`config.mk`:
```
export PLATFORM = sky130hd
export DESIGN_NAME = sct_count_sequencer
export DESIGN_NICKNAME = d
export VERILOG_FILES = /design/src/rtl/sct_ctrl_pkg.sv /design/src/rtl/sct_prescaler.sv /design/src/rtl/sct_count_sequencer.sv
export SDC_FILE = /design/constraint.sdc
export NUM_CORES = 1
export LEC_CHECK = 0
export BUFFER_PORTS_ARGS = -buffer_cell sky130_fd_sc_hd__buf_2
export CELL_PAD_IN_SITES_DETAIL_PLACEMENT = 0
export CELL_PAD_IN_SITES_GLOBAL_PLACEMENT = 2
export CORE_AREA = 2 2 71 73
export DETAILED_ROUTE_END_ITERATION = 10
export DIE_AREA = 0 0 73 75
export PLACE_DENSITY_LB_ADDON = 0.12
export REMOVE_ABC_BUFFERS = 1
export SYNTH_ARGS = -nofsm -noshare
export SYNTH_HDL_FRONTEND = slang
export SYNTH_SLANG_ARGS = --single-unit
export TNS_END_PERCENT = 10
```
`constraint.sdc`:
```
create_clock -name clk_pad -period 2.7 [get_ports clk_pad]
set_clock_uncertainty 0.2 [all_clocks]
set_input_delay 0.54 -clock clk_pad [delete_from_list [all_inputs] [get_ports clk_pad]]
set_output_delay 0.54 -clock clk_pad [all_outputs]
set_load 0.02 [all_outputs]
```
`src/rtl/sct_ctrl_pkg.sv`:
```
// sct_ctrl_pkg: shared command/state encodings and default widths for the SCT count sequencer
package sct_ctrl_pkg;
    typedef enum logic [1:0] {ABORT = 2'b00, LOAD = 2'b01, START = 2'b10, STOP = 2'b11} op_e;
    typedef enum logic [1:0] {IDLE, LOADED, RUN, DONE} state_e;
    localparam int CNT_W_DEF = 8;
    localparam int PRESC_W_DEF = 4;
endpackage

```
`src/rtl/sct_prescaler.sv`:
```
// sct_prescaler: divides qualified ticks into count steps every PRESCALE+1 ticks
module sct_prescaler
    import sct_ctrl_pkg::*;
#(
    parameter int PRESC_W = PRESC_W_DEF,
    parameter int PRESCALE = 0
) (
    input  logic clk_pad,
    input  logic rst_n_pad,
    input  logic q_t_i,
    input  logic clr_i,
    output logic step_o
);
    localparam logic [PRESC_W-1:0] PRESC_MAX = PRESC_W'(PRESCALE);
    logic [PRESC_W-1:0] presc_q, presc_d;
    always_comb begin
        step_o  = q_t_i && (presc_q == PRESC_MAX);
        presc_d = (clr_i || step_o) ? '0 : q_t_i ? presc_q + 1'b1 : presc_q;
    end
    always_ff @(posedge clk_pad or negedge rst_n_pad) begin
        if (!rst_n_pad) presc_q <= '0;
        else presc_q <= presc_d;
    end
endmodule

```
`src/rtl/sct_count_sequencer.sv`:
```
// sct_count_sequencer: command-driven down-counter with prescaled ticks, terminal-count event and auto-reload
module sct_count_sequencer
    import sct_ctrl_pkg::*;
#(
    parameter int CNT_W = CNT_W_DEF,
    parameter int PRESC_W = PRESC_W_DEF,
    parameter int PRESCALE = 0
) (
    input  logic             clk_pad,
    input  logic             rst_n_pad,
    input  logic             cmd_valid_pad,
    output logic             cmd_ready_pad,
    input  logic [1:0]       cmd_op_pad,
    input  logic [CNT_W-1:0] cmd_data_pad,
    input  logic             reload_en_pad,
    input  logic             tick_en_pad,
    input  logic             hold_pad,
    output logic [CNT_W-1:0] cnt_pad,
    output logic             busy_pad,
    output logic             tc_pad,
    output logic             done_valid_pad,
    input  logic             done_ready_pad,
    output logic             ovr_pad
);
    state_e state_q, state_d;
    logic [CNT_W-1:0] cnt_q, cnt_d, reload_q, reload_d;
    logic rel_en_q, rel_en_d, done_valid_q, done_valid_d, ovr_q, ovr_d;
    logic accept, q_t, step;
    op_e op;
    assign op = op_e'(cmd_op_pad);
    always_comb begin
        cmd_ready_pad = (state_q == RUN) ? (op == STOP || op == ABORT) :
                        (state_q == DONE) ? (op == ABORT) : 1'b1;
        accept = cmd_valid_pad && cmd_ready_pad;
        q_t    = tick_en_pad && !hold_pad && (state_q == RUN);
        // an accepted STOP/ABORT pre-empts a terminal step in the same cycle
        tc_pad = (state_q == RUN) && step && (cnt_q == '0) && !accept;
    end
    sct_prescaler #(.PRESC_W(PRESC_W), .PRESCALE(PRESCALE)) u_presc (
        .clk_pad  (clk_pad),
        .rst_n_pad(rst_n_pad),
        .q_t_i    (q_t),
        .clr_i    (accept && op != LOAD),
        .step_o   (step)
    );
    always_comb begin
        state_d  = state_q;
        cnt_d    = cnt_q;
        reload_d = reload_q;
        rel_en_d = rel_en_q;
        if (accept && op == ABORT) begin
            state_d = IDLE;
            cnt_d   = '0;
        end else begin
            case (state_q)
                IDLE, LOADED: begin
                    if (accept && op == LOAD) begin
                        cnt_d    = cmd_data_pad;
                        reload_d = cmd_data_pad;
                        state_d  = LOADED;
                    end else if (accept && op == START) begin
                        rel_en_d = reload_en_pad;
                        state_d  = RUN;
                    end
                end
                RUN: begin
                    if (accept) state_d = LOADED;
                    else if (step && cnt_q != '0) cnt_d = cnt_q - 1'b1;
                    else if (step && rel_en_q) cnt_d = reload_q;
                    else if (step) state_d = DONE;
                end
                DONE: state_d = (done_valid_q && done_ready_pad) ? IDLE : DONE;
                default: state_d = IDLE;
            endcase
        end
        done_valid_d = (accept && op == ABORT) ? 1'b0 : tc_pad || (done_valid_q && !done_ready_pad);
        ovr_d        = (accept && op == LOAD) ? 1'b0 : ovr_q || (tc_pad && done_valid_q && !done_ready_pad);
    end
    always_ff @(posedge clk_pad or negedge rst_n_pad) begin
        if (!rst_n_pad) begin
            state_q      <= IDLE;
            cnt_q        <= '0;
            reload_q     <= '0;
            rel_en_q     <= 1'b0;
            done_valid_q <= 1'b0;
            ovr_q        <= 1'b0;
        end else begin
            state_q      <= state_d;
            cnt_q        <= cnt_d;
            reload_q     <= reload_d;
            rel_en_q     <= rel_en_d;
            done_valid_q <= done_valid_d;
            ovr_q        <= ovr_d;
        end
    end
    assign cnt_pad        = cnt_q;
    assign busy_pad       = (state_q == RUN);
    assign done_valid_pad = done_valid_q;
    assign ovr_pad        = ovr_q;
endmodule
```
## Yosys cells after proc, flatten, opt, wreduce, memory -nomap -nowiden

Cells that the tools add are included.

| operators by class | value |
|---|---|
| add/sub/neg operators | 2 |
| multipliers | 0 |
| div/mod/pow operators | 0 |
| order comparisons | 0 |
| equality and inequality tests | 14 |
| shifts and indexed selects | 0 |
| mux-type cells | 21 |
| bitwise logic cells | 2 |
| reduce and logical (&&, ||, !) cells | 36 |

Operator list:

| kind | count |
|---|---|
| $mux W8 | 5 |
| $logic_and A1 B1 Y1 | 17 |
| $mux W2 | 8 |
| $pmux W8 S2 | 1 |
| $ne A4 B4 Y1 const B | 3 |
| $reduce_and A4 Y1 | 3 |
| $eq A2 B2 Y1 const B | 4 |
| $logic_not A8 Y1 | 1 |
| $mux W4 | 2 |
| $ne A4 B1 Y1 const B | 2 |
| $reduce_bool A8 Y1 | 1 |
| $sub A8 B1 Y8 const B | 1 |
| $pmux W2 S3 | 1 |
| $add A4 B1 Y4 const B | 1 |
| $eq A2 B1 Y1 const B | 2 |
| $logic_not A2 Y1 | 2 |
| $logic_not A4 Y1 | 1 |
| $logic_or A1 B1 Y1 | 4 |
| $mux W1 | 4 |
| $logic_not A1 Y1 | 3 |
| $ne A3 B2 Y1 const B | 1 |
| $ne A3 B3 Y1 const B | 1 |
| $reduce_and A3 Y1 | 1 |
| $reduce_bool A3 Y1 | 1 |
| 4 further kinds | 5 |

| storage, ports and cells | value |
|---|---|
| register bits after elaboration | 25 |
| latch bits | 0 |
| RAM bits | 0 |
| ROM bits | 0 |
| input bits | 17 |
| output and inout bits | 13 |
| word-level logic and storage cells | 82 |
| memories | 0 |

## Logic depth before layout (Yosys ltp)

Gate-level depths: netlist of the first run.

| logic depth | value |
|---|---|
| depth after elaboration | 11 |
| gate-level depth with buffers | 8 |
| gate-level depth less buffers | 7 |

## By module

A second synthesis of the first run with hierarchy kept.

| unflattened totals | value |
|---|---|
| cell total of the unflattened synthesis | 161 |
| area, all modules | 1586.5 sq um |

By module, submodules not included:

| module | instances | cells an instance | area each (sq um) | sequential area each (sq um) |
|---|---|---|---|---|
| sct_count_sequencer | 1 | 141 | 1367.6 | 525.5 |
| sct_prescaler | 1 | 20 | 219.0 | 100.1 |

## Least setup slack after synthesis of the first run

Ideal clock, no wire load.

| timing path | value |
|---|---|
| path type | input-to-output |
| start point | input port cmd_op_pad[0] |
| end point | output port tc_pad |
| arrival | 1.730 ns |
| data required time | 1.960 ns |
| slack | 0.230 ns |
| cell stages on the path | 4 |
| buffers on the path | 0 |
| path through | inv_1 -> ha_1 -> o211ai_1 -> a211oi_4 |

| on the way | value |
|---|---|
| word-level cells in the longest chain between the ends | 6 |
| elaborated cells on any way between the ends | 8 |
| classes of those cells | eq/ne (1); mux (2); reduce/logical (5) |

Ends and longest elaborated chain:

| element | RTL line | RTL |
|---|---|---|
| start: declaration | sct_count_sequencer.sv:13 | `input logic [1:0] cmd_op_pad,` |
| $logic_not A2 Y1 / $eq A2 B2 Y1 (equally long branches) | sct_count_sequencer.sv:32, sct_count_sequencer.sv:33 |  |
| $mux W1 / $logic_or A1 B1 Y1 (equally long branches) | sct_count_sequencer.sv:33, sct_count_sequencer.sv:32 |  |
| $mux W1 * | sct_count_sequencer.sv:32 | `cmd_ready_pad = (state_q == RUN) ? (op == STOP \|\| op == ABORT) :` |
| named net cmd_ready_pad | sct_count_sequencer.sv:12 | `output logic cmd_ready_pad,` |
| $logic_and A1 B1 Y1 * | sct_count_sequencer.sv:34 | `accept = cmd_valid_pad && cmd_ready_pad;` |
| $logic_not A1 Y1 * | sct_count_sequencer.sv:37 | `tc_pad = (state_q == RUN) && step && (cnt_q == '0) && !accept;` |
| $logic_and A1 B1 Y1 * | sct_count_sequencer.sv:37 |  |
| end: declaration | sct_count_sequencer.sv:20 | `output logic tc_pad,` |

The timed path passes the listed nets; every way through them passes the cells marked *.

## Worst setup path after layout of the first run

| timing path | value |
|---|---|
| start point | register cnt_q[3] (netlist: cnt_pad[3]) |
| end point | output port tc_pad |

| on the way | value |
|---|---|
| word-level cells in the longest chain between the ends | 3 |

Ends and longest elaborated chain:

| element | RTL line | RTL |
|---|---|---|
| start: declaration | sct_count_sequencer.sv:26 | `logic [CNT_W-1:0] cnt_q, cnt_d, reload_q, reload_d;` |
| start signal: assignment | sct_count_sequencer.sv:89 | `cnt_q <= cnt_d;` |
| $logic_not A8 Y1 | sct_count_sequencer.sv:37 |  |
| $logic_and A1 B1 Y1 (2 in a row) | sct_count_sequencer.sv:37 |  |

Every way passes these cells.

==> results.ini, run 1 <==
[timing]
setup-tns-final_ns = 0
rsz0062_at_grt = false
setup_violations = 0
setup_ws_ns = 0.0775
fin_crit_sh = 0.971
max_slew_margin = 0.600
slew_viol_final = 0
fmaxAchievable_mhz = 381
min_period_ns = 2.62
hold_viol = 0
worst_slew_pin_slew_ns = 0.600
holdWs_ns = 0.0552

[layout]
drive_gt1_frac = 0.372
layout_common_cells = 28 x buf_2, 24 x dfrtp_1, 14 x nand2_1, 13 x nor2_1, 11 x buf_4
fin_cells = 245
multi_input_area_um2 = 871
final_common_cell = buf_2
seq_area_um2 = 627
area_growth_pct = 21.0
final_design_area_no_fill_um2 = 1880
nFillCells = 480
diodes = 0
fin_nets = 216
fin_util = 0.403

[grt]
grt_pass1_vias = 1310
grt_usage = 0.154
grt_pass1_wl_mm = 6.51
grt_antenna_before_repair = 0
grt_max_degree = 26
overflow = 0

[drt]
routed_wl_mm = 3.85
first_pass_iters = 4
ant_nets = 0
via_per_inst = 5.30
drc = 0
drtIter0Drc = 22
wl_per_cell_um = 15.7
vias = 1298

[clock_tree]
cts_sinks = 25
cts_buffers = 3
cts.hold.buffers_added = 0
htreeDepth = 1
clk_latency_ns = 0.28
clockBufferDepth = 2
cts_tree = done
clk_pin_slew_worst_paths_ns = 0.10
root_buffer = clkbuf_8

[critical_path]
cp_slowest_cell = or4_4
critPathMaxStageDelay_ns = 0.56
cp_cell_sequence = or4_4, or2_4, a211oi_4, buf_6
worst_r2r_path_depth = 7
crit_fanout = 3
timing_worst_setup_path_type = flip-flop to output pin
start_kind = flip-flop
endpoint_kind = output pin
critPathRequiredTime_ns = 1.96
critPathArrivalTime_ns = 1.88

[pwr]
p_per_area_nw_per_um2 = 1130
vdd_drop_max_uv = 420
leakage_nw = 0.876
p_total_mw = 2.13

[placed_design]
io_buffers = 29
dpl_cell_area_um2 = 1790
dpl_worst_slack_ns = 0.161
place_hpwl_mm = 2.81
dp_cells = 237
gp_congestion = 0.776

[die]
core_area_um2 = 4660
die_w_um = 73
rows = 25
initial_core_util = 0.333
fp.dieArea_um2 = 5480
fp.dieH_um = 75
io_pins = 30

[yosys]
syn_area_um2 = 1550
syn_avg_cell_area_um2 = 10.2
syn_inst = 152
yosysSeqAreaShare = 0.403
synth-seq-cells = 25
synth.distinct_cells = 42
yosys_warnings = 0

[flow_run]
cap_violations = 0

[min_path]
hp-class = input pin to asynchronous set/reset pin

[run_status]
status = finished clean

==> final cells by class <==
class	count	share of cell area
Multi-Input combinational cell	113	0.463
Inverter	9	0.0180
Clock inverter	1	0.00266
Clock buffer	3	0.0220
Tap cell	54	0.0360
Sequential cell	25	0.334
Timing Repair Buffer	40	0.125
==> final timing paths <==
path | from | endpoint | slack, ns
setup / recovery | cnt_pad[3] | tc_pad | 0.08
hold reg to reg | reload_q[6] | reload_q[6] | 0.31
min in group clk_pad | reload_en_pad | rel_en_q | 0.29
max in group asynchronous | rst_n_pad | cnt_pad[3] | 1.82
setup reg to reg | u_presc.presc_q[0] | cnt_pad[3] | 0.49
hold / removal | rst_n_pad | u_presc.presc_q[3] | 0.06
==> logic make-up (layout without fill, tap and decap cells) <==
logic type      after synthesis  after routing  synth area share
simple gates                 56             56             0.197
flops                        25             25             0.403
fa+ha+maj                     7              7            0.0564
compound gates               34             34             0.201
xor+xnor                      7              7            0.0395
buf+inv                      14             53            0.0379
mux                           9              9            0.0653
==> registers in the layout, indices dropped and copies added, names as in the netlist <==
| signal | count |
|---|---|
| reload_q | 8 |
| rel_en_q | 1 |
| done_valid_pad | 1 |
| cnt_pad | 8 |
| ovr_pad | 1 |
| u_presc.presc_q | 4 |
| state_q | 2 |
==> report_power, final <==
group	leakage, nW	internal (mW)	switching [mW]
clock	0.0255	0.104	0.136
combinational	0.530	0.587	0.665
sequential	0.321	0.518	0.122
total	0.876	1.21	0.923
==> cells in the mapped netlist, drive strengths merged <==
cell | count | area share
nand3 | 4 | 0.013
o21bai | 1 | 0.0048
o311a | 2 | 0.013
o221ai | 1 | 0.0056
dfrtp | 25 | 0.40
mux2 | 9 | 0.065
or3b | 1 | 0.0056
a31oi | 3 | 0.012
or4 | 1 | 0.0073
o2bb2ai | 8 | 0.045
nor3 | 4 | 0.013
ha | 7 | 0.056
or3 | 1 | 0.0040
a221oi | 5 | 0.048
xnor2 | 4 | 0.023
inv | 9 | 0.022
nand2 | 15 | 0.038
nor3b | 1 | 0.0081
o31ai | 3 | 0.015
nor2 | 14 | 0.035
or2 | 1 | 0.0056
nor2b | 2 | 0.013
nand3b | 3 | 0.015
xor2 | 3 | 0.017
buf | 3 | 0.011
nand4 | 1 | 0.0040
a211oi | 1 | 0.013
and4bb | 1 | 0.0081
o21ai | 1 | 0.0032
a311oi | 1 | 0.0056
a41o | 1 | 0.0064
o211ai | 2 | 0.013
nand2b | 2 | 0.0081
a21oi | 5 | 0.016
clkbuf | 2 | 0.0048
and3 | 5 | 0.020
==> worst max-delay path: cells and delay by family, from the launching register on <==
kind,cells,cell delay [ns]
flip-flops,1,0.41
buffers and inverters,1,0.15
AO/OA/AOI/OAI,1,0.19
AND/OR/NAND/NOR,2,0.85
==> metal layers <==
layer / track usage / up-vias / part of all wire
li1: - / 631 / -
met1: 0.211 / 643 / 0.47
met2: 0.257 / 22 / 0.49
met3: 0.0254 / 2 / 0.037
met4: 0.0370 / 0 / 0.0060
met5: 0 / - / 0
==> what timing repair did <==
action,4_1_cts,5_1_grt
endpoints found under the setup margin,1,1
pin swaps,1,1
setup buffers,3,1
endpoints found under the hold margin,0,0
gates resized for setup,4,1
Note: power is estimated with default switching activity, not from simulation.
==> run 2, diff against run 1 <==
Settings changed: CORE_AREA 2 2 71 73 to 2 2 72 74, DIE_AREA 0 0 73 75 to 0 0 74 76, SYNTH_HIERARCHICAL set to 1.
==> results.ini, run 2 <==
[drt]
via_per_inst = 4.99
wl_met3_um = 139
routed_wl_mm = 4.06
ant_nets = 0
first_pass_iters = 4
met2_length_mm = 1.90
drc = 0
drtIter0Drc = 63
top_layer_used = met4
vias = 1362
wl_per_cell_um = 14.9
wl_met1_mm = 1.98

[min_path]
hp-class = input pin to asynchronous set/reset pin

[run_status]
status = finished clean

[yosys]
synth_enable_flop_cells = 0
syn_area_um2 = 1590
ys.flop_type = dfrtp_1
synth-seq-cells = 25
synth_common_cells = 25 x dfrtp_1, 14 x nand2_1, 12 x nor2_1, 10 x mux2_2, 9 x inv_1
postSynth.asyncResetShare = 1.00
yosys_warnings = 6
synth_largest_area_cell = dfrtp_1
yosysMostFrequentCell = dfrtp_1
syn_avg_cell_area_um2 = 9.85
synth_top_area_frac = 0.394
yosysSeqAreaShare = 0.394
synth_area_leaders = dfrtp_1 39%, mux2_2 7.1%, ha_1 5.5%
syn_inst = 161
synth.distinct_cells = 46

[critical_path]
critPathRequiredTime_ns = 1.96
timing_worst_setup_path_type = flip-flop to output pin
endpoint_kind = output pin
critPathArrivalTime_ns = 1.86
start_kind = flip-flop
crit_fanout = 4

[die]
initial_core_util = 0.323
core_area_um2 = 4910
rows = 26
fp.dieH_um = 76
fp.dieArea_um2 = 5620
die_w_um = 74
io_pins = 30

[layout]
layout_common_cells = 28 x buf_2, 25 x dfrtp_1, 15 x buf_4, 14 x nand2_1, 12 x nor2_1
drive_gt1_frac = 0.369
diodes = 0
nFillCells = 502
final_design_area_no_fill_um2 = 1960
fin_nets = 228
area_growth_pct = 23.7
final_common_cell = buf_2

[placed_design]
io_buffers = 29
dpl_cell_area_um2 = 1890
gp_congestion = 0.750
place_hpwl_mm = 2.96

[pwr]
leakage_nw = 0.902
p_per_area_nw_per_um2 = 957
vdd_drop_max_uv = 268

[clock_tree]
htreeDepth = 1
clockBufferDepth = 2
clk_pin_slew_worst_paths_ns = 0.10
cts.hold.buffers_added = 0
cts_buffers = 3
clk_latency_ns = 0.28
cts_tree = done
cts_sinks = 25
root_buffer = clkbuf_8

[grt]
grt_max_degree = 26
grt_pass1_wl_mm = 6.98
grt_usage = 0.158
grt_pass1_vias = 1412
grt_antenna_before_repair = 0
overflow = 0

[timing]
min_period_ns = 2.60
setup_violations = 0
fmaxAchievable_mhz = 385
hold_viol = 0
max_slew_margin = 0.603
slew_viol_final = 0
worst_slew_pin_slew_ns = 0.596
fin_crit_sh = 0.961
setup-tns-final_ns = 0

[flow_run]
cap_violations = 0

-- run 2: cell count changes after synthesis, sizes merged, moves of 2 or more --
cell	before	now
a221oi	5	0
a22o	0	6
o311a	2	0
mux2i	0	3
o21ai	1	8
nor3	4	8
and3	5	1
nor2	14	12
xnor2	4	2
nor4	0	2
o2bb2ai	8	0
-- run 2: power by group --
group	switching [mW]	internal, mW	leakage, nW
clock network	0.128	0.106	0.0228
registers	0.144	0.517	0.317
logic	0.537	0.446	0.562
total	0.809	1.07	0.902
-- run 2: area by class of cell --
| class | instances | area (um2) | area share |
|---|---|---|---|
| multi-input cells | 122 | 918 | 0.468 |
| clock buffers | 4 | 45.0 | 0.0229 |
| well taps | 70 | 87.6 | 0.0446 |
| flip-flops and latches | 25 | 626 | 0.319 |
| repair buffers | 43 | 253 | 0.129 |
| inverters | 9 | 33.8 | 0.0172 |
-- run 2: routing by layer --
layer | global-route usage | up-vias
met5 | 0 | -
met1 | 0.233 | 656
met3 | 0.0225 | 4
li1 | - | 673
met4 | 0.0491 | 0
met2 | 0.236 | 29
-- run 2: cells by family (layout without fill, tap and decap cells) --
logic type | after synthesis | count (layout) | share of synthesized area
fa+ha+maj | 7 | 7 | 0.0552
simple gates | 58 | 58 | 0.211
compound gates | 38 | 38 | 0.176
mux | 13 | 13 | 0.0899
flops | 25 | 25 | 0.394
xor+xnor | 6 | 6 | 0.0331
buf+inv | 14 | 56 | 0.0402
-- run 2: worst max-delay path, stage by stage, from the launching register on --
cell and delay (ns):
dfrtp_1 0.38, nand2b_1 0.19, nor3b_2 0.21, and4bb_4 0.30, nand3_2 0.12, nor3_4 0.22
buf_4 0.17
-- run 2: final timing paths --
kind / start / to / slack (ns) / cells after the start
max reg2reg: state_q[0] / cnt_pad[4] / 0.23 / 9
min in group clk_pad: reload_en_pad / rel_en_q / 0.30 / 2
min: rst_n_pad / reload_q[0] / 0.06 / 1
min reg2reg: reload_q[5] / reload_q[5] / 0.31 / 1
max in group asynchronous: rst_n_pad / u_presc/presc_q[2] / 1.85 / 1
max: state_q[0] / tc_pad / 0.10 / 6
-- run 2: per-stage QoR --
stage	std cells	hold slack [ns]	setup WS [ns]	util	power [mW]
6_report	273	0.0551	0.105	0.400	1.88
5_1_grt	273	0.109	-0.0117	0.400	2.04
4_1_cts	272	0.0850	0.00520	0.396	1.88
3_5_place_dp	268	0.294	0.135	0.384	1.63
3_3_place_gp	268	0.290	0.168	0.384	1.63
2_1_floorplan	156	0.0444	-0.364	-	1.30
-- run 2: what timing repair did --
action | in CTS | in global routing
endpoints found under the setup margin | 1 | 1
setup buffers | 0 | 1
pin swaps | 1 | 3
cloned | 0 | 0
resized for setup | 3 | 2
==> run 3, diff against run 2 <==
Settings changed: ABC_AREA set to 1, CORE_AREA 2 2 72 74 to 2 2 78 80, DIE_AREA 0 0 74 76 to 0 0 80 82.
==> results.ini, run 3 <==
[layout]
final_design_area_no_fill_um2 = 2060
fin_nets = 304
layout_common_cells = 74 x nand2_1, 36 x nor2_1, 29 x nand3_1, 29 x buf_2, 24 x dfrtp_1
nFillCells = 661
diodes = 0
fin_util = 0.359
area_growth_pct = 19.0
final_common_cell = nand2_1
drive_gt1_frac = 0.222

[timing]
max_slew_margin = 0.583
setup_violations = 0
worst_slew_pin_slew_ns = 0.625
fmaxAchievable_mhz = 400
slew_viol_final = 0
fin_crit_sh = 0.925
hold_viol = 0
min_period_ns = 2.50
rsz0062_at_grt = false

[yosys]
synth_area_leaders = dfrtp_1 36%, nand2_1 16%, nand3_1 8.4%
synth_top_area_frac = 0.361
synth_common_cells = 74 x nand2_1, 36 x nor2_1, 29 x nand3_1, 25 x dfrtp_1, 22 x inv_1
ys.flop_type = dfrtp_1
synth_largest_area_cell = dfrtp_1
postSynth.asyncResetShare = 1.00
syn_area_um2 = 1730
yosysSeqAreaShare = 0.361
yosys_warnings = 6
syn_inst = 240
yosysMostFrequentCell = nand2_1
syn_avg_cell_area_um2 = 7.22
synth.distinct_cells = 27
synth-seq-cells = 25
synth_enable_flop_cells = 0

[drt]
wl_met1_mm = 2.43
ant_nets = 0
top_layer_used = met4
drtIter0Drc = 65
routed_wl_mm = 4.31
drc = 0
first_pass_iters = 4
via_per_inst = 4.38
vias = 1550
wl_per_cell_um = 12.2
met2_length_mm = 1.72
wl_met3_um = 108

[grt]
grt_max_degree = 26
grt_pass1_vias = 1563
grt_pass1_wl_mm = 7.46
grt_usage = 0.145
grt_antenna_before_repair = 0
overflow = 0

[critical_path]
endpoint_kind = output pin
start_kind = flip-flop
timing_worst_setup_path_type = flip-flop to output pin
critPathRequiredTime_ns = 1.96
critPathArrivalTime_ns = 1.76
crit_fanout = 5

[clock_tree]
clk_latency_ns = 0.27
cts.hold.buffers_added = 0
htreeDepth = 1
clk_pin_slew_worst_paths_ns = 0.09
clockBufferDepth = 2
root_buffer = clkbuf_8
cts_sinks = 25
cts_buffers = 3
cts_tree = done

[die]
fp.dieH_um = 82
io_pins = 30
rows = 28
die_w_um = 80
fp.dieArea_um2 = 6560
initial_core_util = 0.301
core_area_um2 = 5750

[flow_run]
cap_violations = 0

[placed_design]
dpl_cell_area_um2 = 1990
gp_congestion = 0.749
io_buffers = 29
place_hpwl_mm = 3.29

[min_path]
hp-class = input pin to asynchronous set/reset pin

[pwr]
p_per_area_nw_per_um2 = 895
vdd_drop_max_uv = 293
leakage_nw = 1.09

[run_status]
status = finished clean

## run 3: cell count changes after synthesis, moves of 5 or more
cell     delta
nor3_1      -6
inv_1      +13
mux2_2     -10
nand2_1    +60
a22o_2      -5
nand3_1    +24
nor2_1     +24
## run 3: final timing paths
check                              start             end  slack, ns  cells after the start
setup / recovery              cnt_pad[0]          tc_pad       0.20                      7
hold / removal                 rst_n_pad  done_valid_pad       0.08                      1
setup reg to reg              cnt_pad[0]      cnt_pad[1]       0.70                      9
hold reg to reg                  ovr_pad         ovr_pad       0.31                      2
max in group asynchronous      rst_n_pad      state_q[1]       1.78                      1
min in group clk_pad       reload_en_pad        rel_en_q       0.29                      3
## run 3: layout make-up
cell class | count | area (um2) | area share
inverters | 25 | 93.8 | 0.0455
multi-input cells | 188 | 996 | 0.483
repair buffers | 37 | 205 | 0.0996
clock buffers | 4 | 45.0 | 0.0219
flip-flops and latches | 25 | 627 | 0.304
well taps | 75 | 93.8 | 0.0455
## run 3: critical path, stage by stage, from the launching register on
cell     delay [ns]
dfrtp_1        0.42
inv_1          0.15
ha_1           0.16
nand2_1        0.11
nor2_1         0.16
nand2_1        0.09
nor2_1         0.19
buf_2          0.20
## run 3: power breakdown
part	leakage [nW]	switching [mW]	internal [mW]
clock network	0.0228	0.125	0.106
logic	0.741	0.609	0.360
registers	0.322	0.134	0.511
## run 3: repair_timing
item,4_1_cts,5_1_grt
hold endpoints to repair,0,0
gates cloned,0,0
pin swaps,0,0
buffers inserted,0,3
setup endpoints to repair,1,1
resized for setup,1,1
## run 3: logic make-up after synthesis
family / synth area share
AOI/OAI and AO/OA: 0.0715
xor gates and xnor gates: 0.0202
adders and majority gates: 0.0506
buffers and inverters: 0.0636
DFF: 0.361
and+or+nand+nor: 0.433
## run 3: stage by stage
step,total power [mW],worst slack [ns],instances,TNS (ns),hold WS (ns)
floorplan,1.32,-0.00894,238,-0.00894,0.0444
global placement,1.61,0.267,347,0,0.290
detailed placement,1.60,0.223,347,0,0.293
CTS,1.84,0.0367,351,0,0.0973
global route,2.04,0.00698,354,0,0.113
finish,1.84,0.202,354,0,0.0775
## run 3: metal layers
layer / vias to the layer above / track usage
li1: 843 / -
met1: 680 / 0.212
met2: 25 / 0.223
met3: 2 / 0.0165
met4: 0 / 0.0458
met5: - / 0
